**config.mk**
```make
export PLATFORM = sky130hd
export DESIGN_NAME = cpu_pio_1_arbiter_flat
export DESIGN_NICKNAME = d
export VERILOG_FILES = /design/src/rtl/cpu_pio_1_arbiter_if.sv /design/src/rtl/cpu_pio_1_arbiter.sv /design/src/flat_wrapper.sv
export SDC_FILE = /design/constraint.sdc
export NUM_CORES = 1
export LEC_CHECK = 0
export CAP_MARGIN = 25
export CORE_ASPECT_RATIO = 1.25
export CORE_UTILIZATION = 36
export CTS_BUF_LIST = sky130_fd_sc_hd__clkbuf_8
export CTS_CLUSTER_DIAMETER = 50
export DETAILED_ROUTE_END_ITERATION = 8
export GPL_TIMING_DRIVEN = 0
export HOLD_SLACK_MARGIN = 0.08
export PLACE_DENSITY = 0.91
export SLEW_MARGIN = 10
export SYNTH_ARGS = -nofsm -noshare
export SYNTH_HDL_FRONTEND = slang
export SYNTH_SLANG_ARGS = --single-unit
```
**constraint.sdc**
```tcl
create_clock -name clk -period 1.6 [get_ports clk]
set_clock_uncertainty 0.15 [all_clocks]
set_input_delay 0.16 -clock clk [delete_from_list [all_inputs] [get_ports clk]]
set_output_delay 0.16 -clock clk [all_outputs]
set_load 0.005 [all_outputs]
```
**src/rtl/cpu_pio_1_arbiter_if.sv**
```systemverilog
// Requester handshakes and the single-word PIO slave port of cpu_pio_1_arbiter.
// The arbiter is the bus master; the slave modport is the requesters/PIO side.
interface cpu_pio_1_arbiter_if;
  logic        req0_valid;
  logic [28:0] req0_data;
  logic        req0_ready;
  logic        req1_valid;
  logic [28:0] req1_data;
  logic        req1_ready;

  logic [1:0]  avm_address;
  logic        avm_chipselect;
  logic        avm_write_n;
  logic [31:0] avm_writedata;
  logic [31:0] avm_readdata;

  modport master (
    input  req0_valid, req0_data, req1_valid, req1_data, avm_readdata,
    output req0_ready, req1_ready,
           avm_address, avm_chipselect, avm_write_n, avm_writedata
  );

  modport slave (
    output req0_valid, req0_data, req1_valid, req1_data, avm_readdata,
    input  req0_ready, req1_ready,
           avm_address, avm_chipselect, avm_write_n, avm_writedata
  );
endinterface

```
**src/rtl/cpu_pio_1_arbiter.sv**
```systemverilog
// Round-robin arbiter between two 29-bit requesters feeding one PIO slave register,
// with optional read-back verification of every write and a saturating write counter.
module cpu_pio_1_arbiter #(
  parameter int READBACK = 1,
  parameter int CNT_W    = 8
) (
  input  logic                 clk,
  input  logic                 reset,
  cpu_pio_1_arbiter_if.master  bus,
  output logic                 busy,
  output logic                 last_grant,
  output logic                 mismatch,
  output logic [CNT_W-1:0]     wr_count
);

  typedef enum logic [1:0] {
    IDLE  = 2'd0,
    WRITE = 2'd1,
    READ  = 2'd2
  } state_t;

  state_t      state_q, state_d;
  logic [28:0] latched_q;
  logic        grant_vld;
  logic        grant_idx;

  // Tie goes to the requester that did not win last; last_grant resets to 1 so req0 wins first.
  always_comb begin
    grant_vld = bus.req0_valid | bus.req1_valid;
    if (bus.req0_valid && bus.req1_valid) grant_idx = ~last_grant;
    else                                  grant_idx = bus.req1_valid;
  end

  // NOTE: every output of this block gets a default first so no path leaves it unassigned (no latches).
  always_comb begin
    state_d            = state_q;
    bus.req0_ready     = 1'b0;
    bus.req1_ready     = 1'b0;
    bus.avm_address    = 2'b00;
    bus.avm_chipselect = 1'b0;
    bus.avm_write_n    = 1'b1;
    bus.avm_writedata  = 32'h0;

    unique case (state_q)
      IDLE: begin
        // Ready is combinational, so it is gated by reset to stay low while reset is held.
        if (grant_vld && !reset) begin
          bus.req0_ready = ~grant_idx;
          bus.req1_ready = grant_idx;
          state_d        = WRITE;
        end
      end
      WRITE: begin
        bus.avm_chipselect = 1'b1;
        bus.avm_write_n    = 1'b0;
        bus.avm_writedata  = {3'b000, latched_q};
        state_d            = (READBACK != 0) ? READ : IDLE;
      end
      READ: begin
        bus.avm_chipselect = 1'b1;
        state_d            = IDLE;
      end
      default: state_d = IDLE;
    endcase
  end

  // NOTE: sequential state uses non-blocking assignments so every register samples pre-edge values.
  always_ff @(posedge clk or posedge reset) begin
    if (reset) begin
      state_q    <= IDLE;
      latched_q  <= 29'h0;
      last_grant <= 1'b1;
      mismatch   <= 1'b0;
      wr_count   <= '0;
    end else begin
      state_q <= state_d;

      if (state_q == IDLE && grant_vld) begin
        latched_q  <= grant_idx ? bus.req1_data : bus.req0_data;
        last_grant <= grant_idx;
      end

      if (state_q == WRITE && wr_count != {CNT_W{1'b1}})
        wr_count <= wr_count + CNT_W'(1);

      // Sticky: only reset clears it; the upper three bits must read back as zero too.
      if (state_q == READ && bus.avm_readdata != {3'b000, latched_q})
        mismatch <= 1'b1;
    end
  end

  assign busy = (state_q != IDLE);

endmodule

```
**src/flat_wrapper.sv**
```systemverilog
// flat-port wrapper written by rule: the top's interface ports become plain ports
module cpu_pio_1_arbiter_flat 
#(
  parameter int READBACK = 1,
  parameter int CNT_W    = 8
)
  (clk, reset, busy, last_grant, mismatch, wr_count, bus_req0_valid, bus_req0_data, bus_req1_valid, bus_req1_data, bus_avm_readdata, bus_req0_ready, bus_req1_ready, bus_avm_address, bus_avm_chipselect, bus_avm_write_n, bus_avm_writedata);
  cpu_pio_1_arbiter_if bus_i ();
  input  logic clk;
  input  logic reset;
  output logic busy;
  output logic last_grant;
  output logic mismatch;
  output logic [CNT_W-1:0] wr_count;
  input wire logic [$bits(bus_i.req0_valid)-1:0] bus_req0_valid;
  input wire logic [$bits(bus_i.req0_data)-1:0] bus_req0_data;
  input wire logic [$bits(bus_i.req1_valid)-1:0] bus_req1_valid;
  input wire logic [$bits(bus_i.req1_data)-1:0] bus_req1_data;
  input wire logic [$bits(bus_i.avm_readdata)-1:0] bus_avm_readdata;
  output wire logic [$bits(bus_i.req0_ready)-1:0] bus_req0_ready;
  output wire logic [$bits(bus_i.req1_ready)-1:0] bus_req1_ready;
  output wire logic [$bits(bus_i.avm_address)-1:0] bus_avm_address;
  output wire logic [$bits(bus_i.avm_chipselect)-1:0] bus_avm_chipselect;
  output wire logic [$bits(bus_i.avm_write_n)-1:0] bus_avm_write_n;
  output wire logic [$bits(bus_i.avm_writedata)-1:0] bus_avm_writedata;
  assign bus_i.req0_valid = bus_req0_valid;
  assign bus_i.req0_data = bus_req0_data;
  assign bus_i.req1_valid = bus_req1_valid;
  assign bus_i.req1_data = bus_req1_data;
  assign bus_i.avm_readdata = bus_avm_readdata;
  assign bus_req0_ready = bus_i.req0_ready;
  assign bus_req1_ready = bus_i.req1_ready;
  assign bus_avm_address = bus_i.avm_address;
  assign bus_avm_chipselect = bus_i.avm_chipselect;
  assign bus_avm_write_n = bus_i.avm_write_n;
  assign bus_avm_writedata = bus_i.avm_writedata;
  cpu_pio_1_arbiter #(.READBACK(READBACK), .CNT_W(CNT_W)) u_core (.clk(clk), .reset(reset), .bus(bus_i), .busy(busy), .last_grant(last_grant), .mismatch(mismatch), .wr_count(wr_count));
endmodule
```
==> impl_metrics.csv, run 1 <==
group,metric,value,unit
cts,cts.clk_slew.worst_paths,80,ps
yosys,yosysMostFrequentCell,"dfrtp_1",
power,max-vdd-ir-drop,0.757,mV
detailed_routing,via_count,2744,
detailed_routing,vias_per_cell,5.03,
yosys,synth.yosys.seq_area_share,40.7,%
yosys,synth_common_cells,"40 x dfrtp_1, 37 x nand2_1, 33 x xnor2_1",
power,p_sw,2.94,mW
status,outcome,"finished with violations",
finish,post-route-util,75.3,%
floorplan,pin_count,143,
cts,clock_latency,290,ps
detailed_routing,wl,9790,um
detailed_routing,dr.pass1.iters,5,
timing,max_freq,547,MHz
floorplan,coreArea,6650,um2
cts,cts_sinks,41,
power,comb_power_share,64.0,%
yosys,synth_top_area_share,39.7,%
floorplan,die-area,7340,um2
power,pwr-share-clk,9.0,%
power,pwr-share-seq,27.0,%
yosys,synth.distinct_cells,28,
grt,grt_usage,25.2,%
worst_setup_path,crit_required,1290,ps
detailed_routing,drt_iter0_drc,118,
power,power_density,1540,nW/um2
cts,cts_tree,"built",
placed_design,dp_hpwl,6100,um
yosys,dominantRegCellSynth,"dfrtp_1",
cts,clk_path_buf_depth,2,
yosys,ys_seq_elements,41,
placed_design,io_buffers,137,
yosys,synthArstFlopShare,100,%
flow_run,cap_viol_max_count,0,
timing,hold_viol_final,0,
detailed_routing,wl_per_cell,17.9,um
grt,grt_pass1_vias,2775,
yosys,synth_top_area_cell,"dfrtp_1",
power,internal_power,4.79,mW
placed_design,dp_worst_setup_slack,-1220,ps
timing,slew_headroom,64.2,%
detailed_routing,drc,0,
timing,tightest_slew,534,ps
grt,grt_pass1_wl,13900,um
worst_setup_path,path_class,"reg2out",
min_path,hp-class,"in2async",
floorplan,fp.dieH,95.6,um
yosys,yosysWarnings,0,
floorplan,die_w,76.9,um
timing,final.min_clock_period,1830,ps
timing,period_share,114,%
timing,rsz0062_at_grt,"yes",
cts,cts_root_buffer,"clkbuf_8",
floorplan,start_util,37.9,%
timing,drv_slew,0,
worst_setup_path,reg2reg_depth,8,
yosys,syn_area,2520,um2
timing,setup_viol,55,
finish,final_nets,556,
finish,drive_above_1_share,39.0,%
worst_setup_path,end_kind,"output port",
finish,area.growth.synth_to_final,98.5,%
worst_setup_path,cp_max_fo,7,
yosys,yosys-top-cells-area,"dfrtp_1 40%, mux2i_1 12%, xnor2_1 11%, and2_1 7.2%, o21ai_1 6.0%",
worst_setup_path,start_kind,"register",
cts,htreeDepth,2,
status,violations,"setup timing",
grt,grt_overflow_total,0,
placed_design,place_congestion,0.829,
detailed_routing,ant_nets,0,
cts,cts_inserted_buffers,5,
worst_setup_path,crit_arrival,1520,ps
yosys,synthCells,264,
power,power_leakage,2.16,nW
floorplan,row_count,33,
timing,setup_ws,-227,ps
yosys,synth_edf_count,0,
yosys,syn_avg_cell_area,9.55,um2
grt,grt_antenna_before_repair,0,
finish,n_antenna_cell,0,
grt,grt_max_degree,22,
power,swShare,38.1,%
worst paths after layout:
kind | endpoint | from | slack [ps]
hold / removal | u_core.latched_q[8] | reset | 70
max in group asynchronous | u_core.latched_q[22] | reset | 270
min in group clk | u_core.last_grant | bus_req0_valid | 220
hold reg to reg | u_core.wr_count[5] | u_core.wr_count[5] | 350
setup / recovery | bus_avm_writedata[23] | u_core.state_q[1] | -230
setup reg to reg | u_core.wr_count[3] | u_core.state_q[1] | -150
cell usage in the layout, fill, tap and decap left out, types with 4 or more instances in the layout:
master	count
and2_1	13
and2_4	16
buf_12	7
buf_2	16
buf_4	20
buf_6	34
buf_8	4
clkbuf_8	10
clkdlybuf4s50_1	98
conb_1	5
dfrtp_1	35
dfrtp_2	5
mux2i_1	20
mux2i_4	6
nand2_1	25
nand2_2	8
nand2_4	4
nand4_1	10
nor2_1	5
o21ai_1	17
o21ai_2	13
xnor2_1	30
state kept, by name (all words and copies together), names as in the netlist:
register / cells
u_core.state_q: 2
u_core.last_grant: 1
u_core.wr_count: 8
u_core.mismatch: 1
u_core.latched_q: 29
layer usage:
| metal | global-route usage [%] | vias up | routed length, um |
|---|---|---|---|
| li1 | - | 1273 | - |
| met1 | 26.6 | 1328 | 3530 |
| met3 | 4.02 | 28 | 399 |
| met5 | 0 | - | 0 |
| met2 | 48.3 | 115 | 5490 |
| met4 | 12.5 | 0 | 367 |
power groups by stage:
stage	sequential, mW	combinational (mW)	clock, mW
floorplan	1.89	1.67	0
global placement	1.95	2.99	0
detailed placement	2.00	3.07	0
CTS	2.00	4.24	0.702
global route	2.14	5.27	0.760
finish	2.09	4.95	0.696
per-stage QoR:
step                      cell area, um2  setup TNS (ps)  instances  power [mW]  hold slack, ps
final                               5000           -6640        546        7.73            74.0
after global routing                5000           -9690        546        8.17            95.2
after CTS                           4600           -4780        534        6.93             106
after detailed placement            4020          -25420        492        5.07             337
after global placement              4020          -24310        492        4.94             334
after floorplan                     2540               0        268        3.56           -2.58
final cells by class:
| cell class | instances | area [um2] |
|---|---|---|
| Timing Repair Buffer | 181 | 1830 |
| Multi-Input combinational cell | 205 | 1690 |
| Fill cell | 434 | 1640 |
| Sequential cell | 41 | 1030 |
| Buffer | 17 | 216 |
| Tap cell | 87 | 109 |
| Clock buffer | 6 | 82.6 |
| Inverter | 5 | 25.0 |
| Timing Repair inverter | 2 | 10.0 |
| Clock inverter | 2 | 7.51 |
what timing repair did:
| item | in CTS | in global routing |
|---|---|---|
| hold buffers | 1 | 1 |
| endpoints found under the setup margin | 68 | 73 |
| hold endpoints to repair | 10 | 2 |
| resized for setup | 220 | 80 |
| setup buffers | 28 | 11 |
| pin swaps | 10 | 12 |
| gates cloned | 7 | 1 |
cells by family after synthesis:
kind of cell | Yosys count | synth area share (%)
flops | 41 | 40.7
buf+inv | 22 | 6.06
other cells | 1 | 0.149
simple gates | 93 | 18.6
xor+xnor | 35 | 12.2
compound gates | 39 | 8.83
fa+ha+maj | 4 | 1.99
mux | 29 | 11.5
critical path, cell delays in order (launching register included):
cell      delay [ps]
dfrtp_1          400
inv_2            110
ha_4             220
clkbuf_8         160
buf_6            100
and2_1           120
buf_2            120
Power figures use the tool's default switching activity.
==> run 2: changes to the inputs <==
--- a/config.mk
+++ b/config.mk
@@ -7,6 +7,7 @@
 export LEC_CHECK = 0
 export CAP_MARGIN = 25
 export CORE_ASPECT_RATIO = 1.25
+export CORE_MARGIN = 3
 export CORE_UTILIZATION = 36
 export CTS_BUF_LIST = sky130_fd_sc_hd__clkbuf_8
 export CTS_CLUSTER_DIAMETER = 50
==> run 2 against run 1 <==
Worst hold slack better by 120 ps. The run still ends with setup timing left. Largest cell class unchanged. Global-route usage shrank 3.3 points. Maximum frequency fell by 1.9%. First-iteration DRC count shrank 17%. Sequential power is essentially flat. Die area up 9.6%. Routed wire length shrank 0.43%. Non-clock buffer count decreased by 13. Final area shrank 2.3%.
==> impl_metrics.csv, run 2 (synthesis gave the netlist of run 1 again) <==
group,metric,value,unit
placed_design,dp.cells,492,
cts,cts_tree,"built",
detailed_routing,dr.pass1.iters,4,
worst_setup_path,critical-path-top-delay-family,"buffers and inverters",
timing,max_freq,537,MHz
detailed_routing,top_layer,"met4",
power,power_leakage,2.11,nW
min_path,hp-class,"in2reg",
timing,setup_ws,-262,ps
timing,rsz0062_at_grt,"yes",
finish,post-route-util,73.1,%
timing,setup_viol,43,
detailed_routing,drc,0,
detailed_routing,wl_met1,3450,um
finish,top_register,"u_core.latched_q",
flow_run,cap_viol_max_count,0,
worst_setup_path,cp_cell_sequence,"buf_6 -> ha_4 -> buf_6 -> clkbuf_16 -> and2_4 -> buf_6",
worst_setup_path,max_stage_delay,410,ps
worst_setup_path,path_class,"reg2out",
grt,grt_max_degree,22,
cts,cts_inserted_buffers,5,
power,max-vdd-ir-drop,0.842,mV
worst_setup_path,crit_required,1290,ps
finish,final_cells,533,
floorplan,die-area,8050,um2
cts,clk_path_buf_depth,2,
floorplan,start_util,37.7,%
floorplan,die_w,80.9,um
finish,largest_reg_flops,29,
cts,cts_sinks,41,
worst_setup_path,path_common_cell,"buf_6",
power,power_density,1570,nW/um2
floorplan,pin_count,143,
status,outcome,"finished with violations",
worst_setup_path,start_kind,"register",
timing,tightest_slew,520,ps
grt,grt_pass1_wl,13300,um
timing,hold_viol_final,0,
cts,htreeDepth,2,
finish,final_cell_area,4890,um2
detailed_routing,drt_iter0_drc,98,
timing,period_share,116,%
cts,clock_latency,290,ps
finish,drive_above_1_share,37.9,%
grt,grt_overflow_total,0,
placed_design,dp_hpwl,6280,um
placed_design,io_buffers,137,
timing,slew_headroom,65.1,%
floorplan,row_count,33,
worst_setup_path,crit_arrival,1550,ps
detailed_routing,via_count,2607,
floorplan,fp.dieH,99.6,um
worst_setup_path,end_kind,"output port",
finish,reg_top3,"u_core.latched_q (29), u_core.wr_count (8), u_core.state_q (2)",
status,violations,"setup timing",
finish,final_nets,543,
cts,hold_buffers,0,
detailed_routing,ant_nets,0,
timing,drv_slew,0,
floorplan,coreArea,6690,um2
cts,cts_root_buffer,"clkbuf_8",
timing,final.min_clock_period,1860,ps
detailed_routing,met3WireLength,755,um
finish,n_antenna_cell,0,
finish,layout_common_cells,"100 x clkdlybuf4s50_1, 39 x buf_6, 36 x dfrtp_1",
finish,area.growth.synth_to_final,94.0,%
worst_setup_path,cp_max_fo,5,
grt,grt_antenna_before_repair,0,
detailed_routing,dr_wl_met2,5350,um
timing,hold_ws,195,ps
placed_design,dpl_cell_area,4020,um2
grt,grt_usage,21.8,%
detailed_routing,vias_per_cell,4.89,
detailed_routing,wl_per_cell,18.3,um
grt,grt_pass1_vias,2691,
finish,final_common_cell,"clkdlybuf4s50_1",
worst_setup_path,crit_buf_inv,4,
placed_design,dp_worst_setup_slack,-1180,ps
placed_design,place_congestion,0.824,
worst_setup_path,crit_slowest_cell,"dfrtp_1",
cts,cts.clk_slew.worst_paths,80,ps
detailed_routing,wl,9750,um
## run 2: changes by cell type in the layout (fill, tap and decap cells not counted), moves of 3 or more
cell	delta
and2_1	-8
and2_4	+8
buf_2	-8
buf_6	+5
mux2i_1	+4
nand2_2	-4
nand2_4	+4
buf_4	-3
## run 2: worst register-to-register path: cells and delay by family, from the launching register on
kind | cells | cell delay [ps]
adders and majority gates | 1 | 190
AOI/OAI and AO/OA | 1 | 180
DFF | 1 | 410
buffers and inverters | 4 | 460
and+or+nand+nor | 1 | 120
xor gates and xnor gates | 1 | 150
## run 2: layout make-up
| class | instances | area (um2) |
|---|---|---|
| repair inverters | 2 | 10.0 |
| flip-flops and latches | 41 | 1030 |
| multi-input cells | 205 | 1670 |
| clock inverters | 1 | 5.00 |
| plain buffers | 16 | 208 |
| well taps | 87 | 109 |
| inverters | 5 | 25.0 |
| fillers | 475 | 1800 |
| repair buffers | 169 | 1740 |
| clock buffers | 7 | 96.3 |
## run 2: layer usage
metal  GRT usage [%]  vias to the layer above
met5               0                        -
met3            5.71                       16
met1            23.5                     1226
li1                -                     1243
met2            41.1                      122
met4            5.59                        0
## run 2: through the flow
step | setup TNS [ps] | power, mW
3_5_place_dp | -27200 | 5.07
5_1_grt | -10080 | 8.12
6_report | -7520 | 7.67
3_3_place_gp | -24850 | 4.95
2_1_floorplan | 0 | 3.56
4_1_cts | -6930 | 6.75
## run 2: power breakdown
| part | internal, mW | switching [mW] | leakage, nW |
|---|---|---|---|
| Sequential | 1.52 | 0.546 | 0.499 |
| Combinational | 2.86 | 1.99 | 1.55 |
| Clock | 0.390 | 0.365 | 0.0542 |
## run 2: final timing paths
| path | startpoint | endpoint | slack, ps | depth (start not counted) |
|---|---|---|---|---|
| max | u_core.state_q[0] | bus_avm_writedata[17] | -260 | 6 |
| min | bus_req1_valid | u_core.last_grant | 190 | 3 |
| max reg2reg | u_core.state_q[1] | u_core.wr_count[4] | -190 | 8 |
| min reg2reg | u_core.wr_count[5] | u_core.wr_count[5] | 360 | 1 |
| max in group asynchronous | reset | u_core.last_grant | 440 | 3 |
| min in group asynchronous | reset | u_core.latched_q[12] | 370 | 2 |
## run 2: timing repair
item,in CTS,in global routing
hold endpoints to repair,0,0
buffers inserted,19,10
gates resized for setup,222,77
pin swaps,15,18
setup endpoints to repair,70,68
cloned,5,1
==> run 3: changes to the inputs <==
--- a/config.mk
+++ b/config.mk
@@ -8,13 +8,12 @@
 export CAP_MARGIN = 25
 export CORE_ASPECT_RATIO = 1.25
 export CORE_MARGIN = 3
-export CORE_UTILIZATION = 36
-export CTS_BUF_LIST = sky130_fd_sc_hd__clkbuf_8
+export CORE_UTILIZATION = 35
 export CTS_CLUSTER_DIAMETER = 50
 export DETAILED_ROUTE_END_ITERATION = 8
 export GPL_TIMING_DRIVEN = 0
 export HOLD_SLACK_MARGIN = 0.08
-export PLACE_DENSITY = 0.91
+export PLACE_DENSITY = 0.89
 export SLEW_MARGIN = 10
 export SYNTH_ARGS = -nofsm -noshare
 export SYNTH_HDL_FRONTEND = slang
==> run 3 against run 2 <==
The flow still finishes with violations (setup timing). Clock power up 35%. Combinational power down 13%. Global-route usage up 0.17 points. Largest cell class unchanged. Highest routed layer unchanged.
==> impl_metrics.csv, run 3 (synthesis gave the netlist of run 1 again) <==
group,metric,value,unit
status,violations,"setup timing",
finish,area.growth.synth_to_final,83.5,%
placed_design,io_buffers,137,
min_path,hp-class,"in2reg",
worst_setup_path,crit_slowest_cell,"dfrtp_1",
worst_setup_path,path_class,"reg2out",
flow_run,cap_viol_max_count,0,
worst_setup_path,path_common_cell,"buf_6",
detailed_routing,dr.pass1.iters,4,
detailed_routing,drt_iter0_drc,52,
timing,setup_ws,-252,ps
cts,cts_sinks,41,
timing,slew_headroom,62.9,%
worst_setup_path,cp.depth,6,
worst_setup_path,critical-path-top-delay-family,"buffers and inverters",
worst_setup_path,crit_required,1290,ps
detailed_routing,drc,0,
finish,largest_reg_flops,29,
finish,n_antenna_cell,0,
cts,cts_root_buffer,"clkbuf_8",
power,max-vdd-ir-drop,0.915,mV
cts,htreeDepth,2,
floorplan,row_count,33,
detailed_routing,wl,9070,um
worst_setup_path,cp_cell_sequence,"buf_6 -> ha_4 -> buf_12 -> clkbuf_16 -> and2_4 -> buf_6",
detailed_routing,via_count,2563,
grt,grt_antenna_before_repair,0,
finish,final_common_cell,"clkdlybuf4s50_1",
placed_design,place_congestion,0.804,
timing,hold_viol_final,0,
timing,tightest_slew,553,ps
placed_design,dp_hpwl,6470,um
finish,final_cells,527,
finish,final_nets,537,
finish,top_register,"u_core.latched_q",
cts,cts_inserted_buffers,5,
finish,drive_above_1_share,30.0,%
grt,grt_overflow_total,0,
timing,setup_viol,33,
timing,final.min_clock_period,1850,ps
detailed_routing,vias_per_cell,4.86,
floorplan,fp.dieH,101,um
detailed_routing,wl_per_cell,17.2,um
placed_design,dp.cells,492,
worst_setup_path,end_kind,"output port",
floorplan,pin_count,143,
worst_setup_path,reg2reg_depth,5,
power,power_density,1560,nW/um2
status,outcome,"finished with violations",
finish,reg_top3,"u_core.latched_q (29), u_core.wr_count (8), u_core.state_q (2)",
finish,fillers,551,
worst_setup_path,start_kind,"register",
grt,grt_pass1_wl,13800,um
power,power_leakage,2.00,nW
timing,rsz0062_at_grt,"yes",
cts,clock_latency,300,ps
worst_setup_path,max_stage_delay,400,ps
detailed_routing,ant_nets,0,
worst_setup_path,crit_arrival,1540,ps
floorplan,start_util,37.2,%
cts,cts_tree,"built",
worst_setup_path,crit_buf_inv,4,
finish,layout_common_cells,"100 x clkdlybuf4s50_1, 37 x nand2_1, 37 x dfrtp_1",
grt,grt_pass1_vias,2763,
timing,period_share,116,%
floorplan,die-area,8260,um2
timing,setup-tns-final,-6580,ps
timing,drv_slew,0,
cts,clk_path_buf_depth,2,
grt,grt_max_degree,22,
worst_setup_path,cp_max_fo,5,
timing,max_freq,540,MHz
cts,cts.clk_slew.worst_paths,90,ps
floorplan,die_w,81.9,um
min_path,hold_depth,2,
floorplan,coreArea,6770,um2
grt,grt_usage,22.0,%
-- run 3: cell count changes in the layout (fill, tap and decap cells not counted), sizes merged --
cell,previous run,this run
buf,75,69
clkinv,1,0
inv,4,5
bufinv,0,2
dlygate4sd2,2,3
clkbuf,15,12
-- run 3: timing repair --
item                                    CTS  global route
endpoints found under the setup margin   71            74
cloned                                    4             0
hold buffers                              0             0
buffers inserted                         15             7
resized for setup                       210            34
pin swaps                                10            13
-- run 3: cell type report --
| type | instances | area (um2) | area share [%] |
|---|---|---|---|
| flip-flops and latches | 41 | 1030 | 22.3 |
| repair buffers | 162 | 1580 | 34.1 |
| plain buffers | 17 | 215 | 4.65 |
| clock buffers | 5 | 68.8 | 1.49 |
| inverters | 5 | 30.0 | 0.649 |
| clock inverters | 3 | 68.8 | 1.49 |
| multi-input cells | 205 | 1510 | 32.7 |
| repair inverters | 2 | 10.0 | 0.216 |
| well taps | 87 | 109 | 2.35 |
-- run 3: final timing paths --
path	start	to	slack [ps]
max	u_core.state_q[0]	bus_avm_writedata[19]	-250
min	bus_req0_valid	u_core.last_grant	190
max reg2reg	u_core.wr_count[0]	u_core.wr_count[7]	10
min reg2reg	u_core.wr_count[7]	u_core.wr_count[7]	360
max in group asynchronous	reset	u_core.last_grant	380
min in group asynchronous	reset	u_core.state_q[1]	370
-- run 3: per-stage QoR --
step / hold WS (ps) / worst slack (ps) / power, mW / instance area [um2] / utilization [%]
global placement: 332 / -1160 / 4.95 / 4020 / 59.4
global route: 229 / -287 / 7.72 / 4630 / 68.3
finish: 191 / -252 / 7.24 / 4630 / 68.3
floorplan: -2.58 / 108 / 3.56 / 2540 / -
detailed placement: 350 / -1210 / 5.09 / 4020 / 59.4
CTS: 189 / -255 / 6.90 / 4460 / 65.9
-- run 3: where the power goes --
part	switching (mW)	internal [mW]
clock network	0.396	0.628
logic	1.72	2.48
registers	0.495	1.52
total	2.61	4.63
-- run 3: per-layer routing --
| layer | wire length, um | track usage, % | vias to the layer above |
|---|---|---|---|
| met5 | 0 | 0 | - |
| li1 | - | - | 1225 |
| met1 | 3300 | 24.2 | 1209 |
| met3 | 822 | 6.62 | 11 |
| met2 | 4810 | 40.8 | 118 |
| met4 | 136 | 4.60 | 0 |
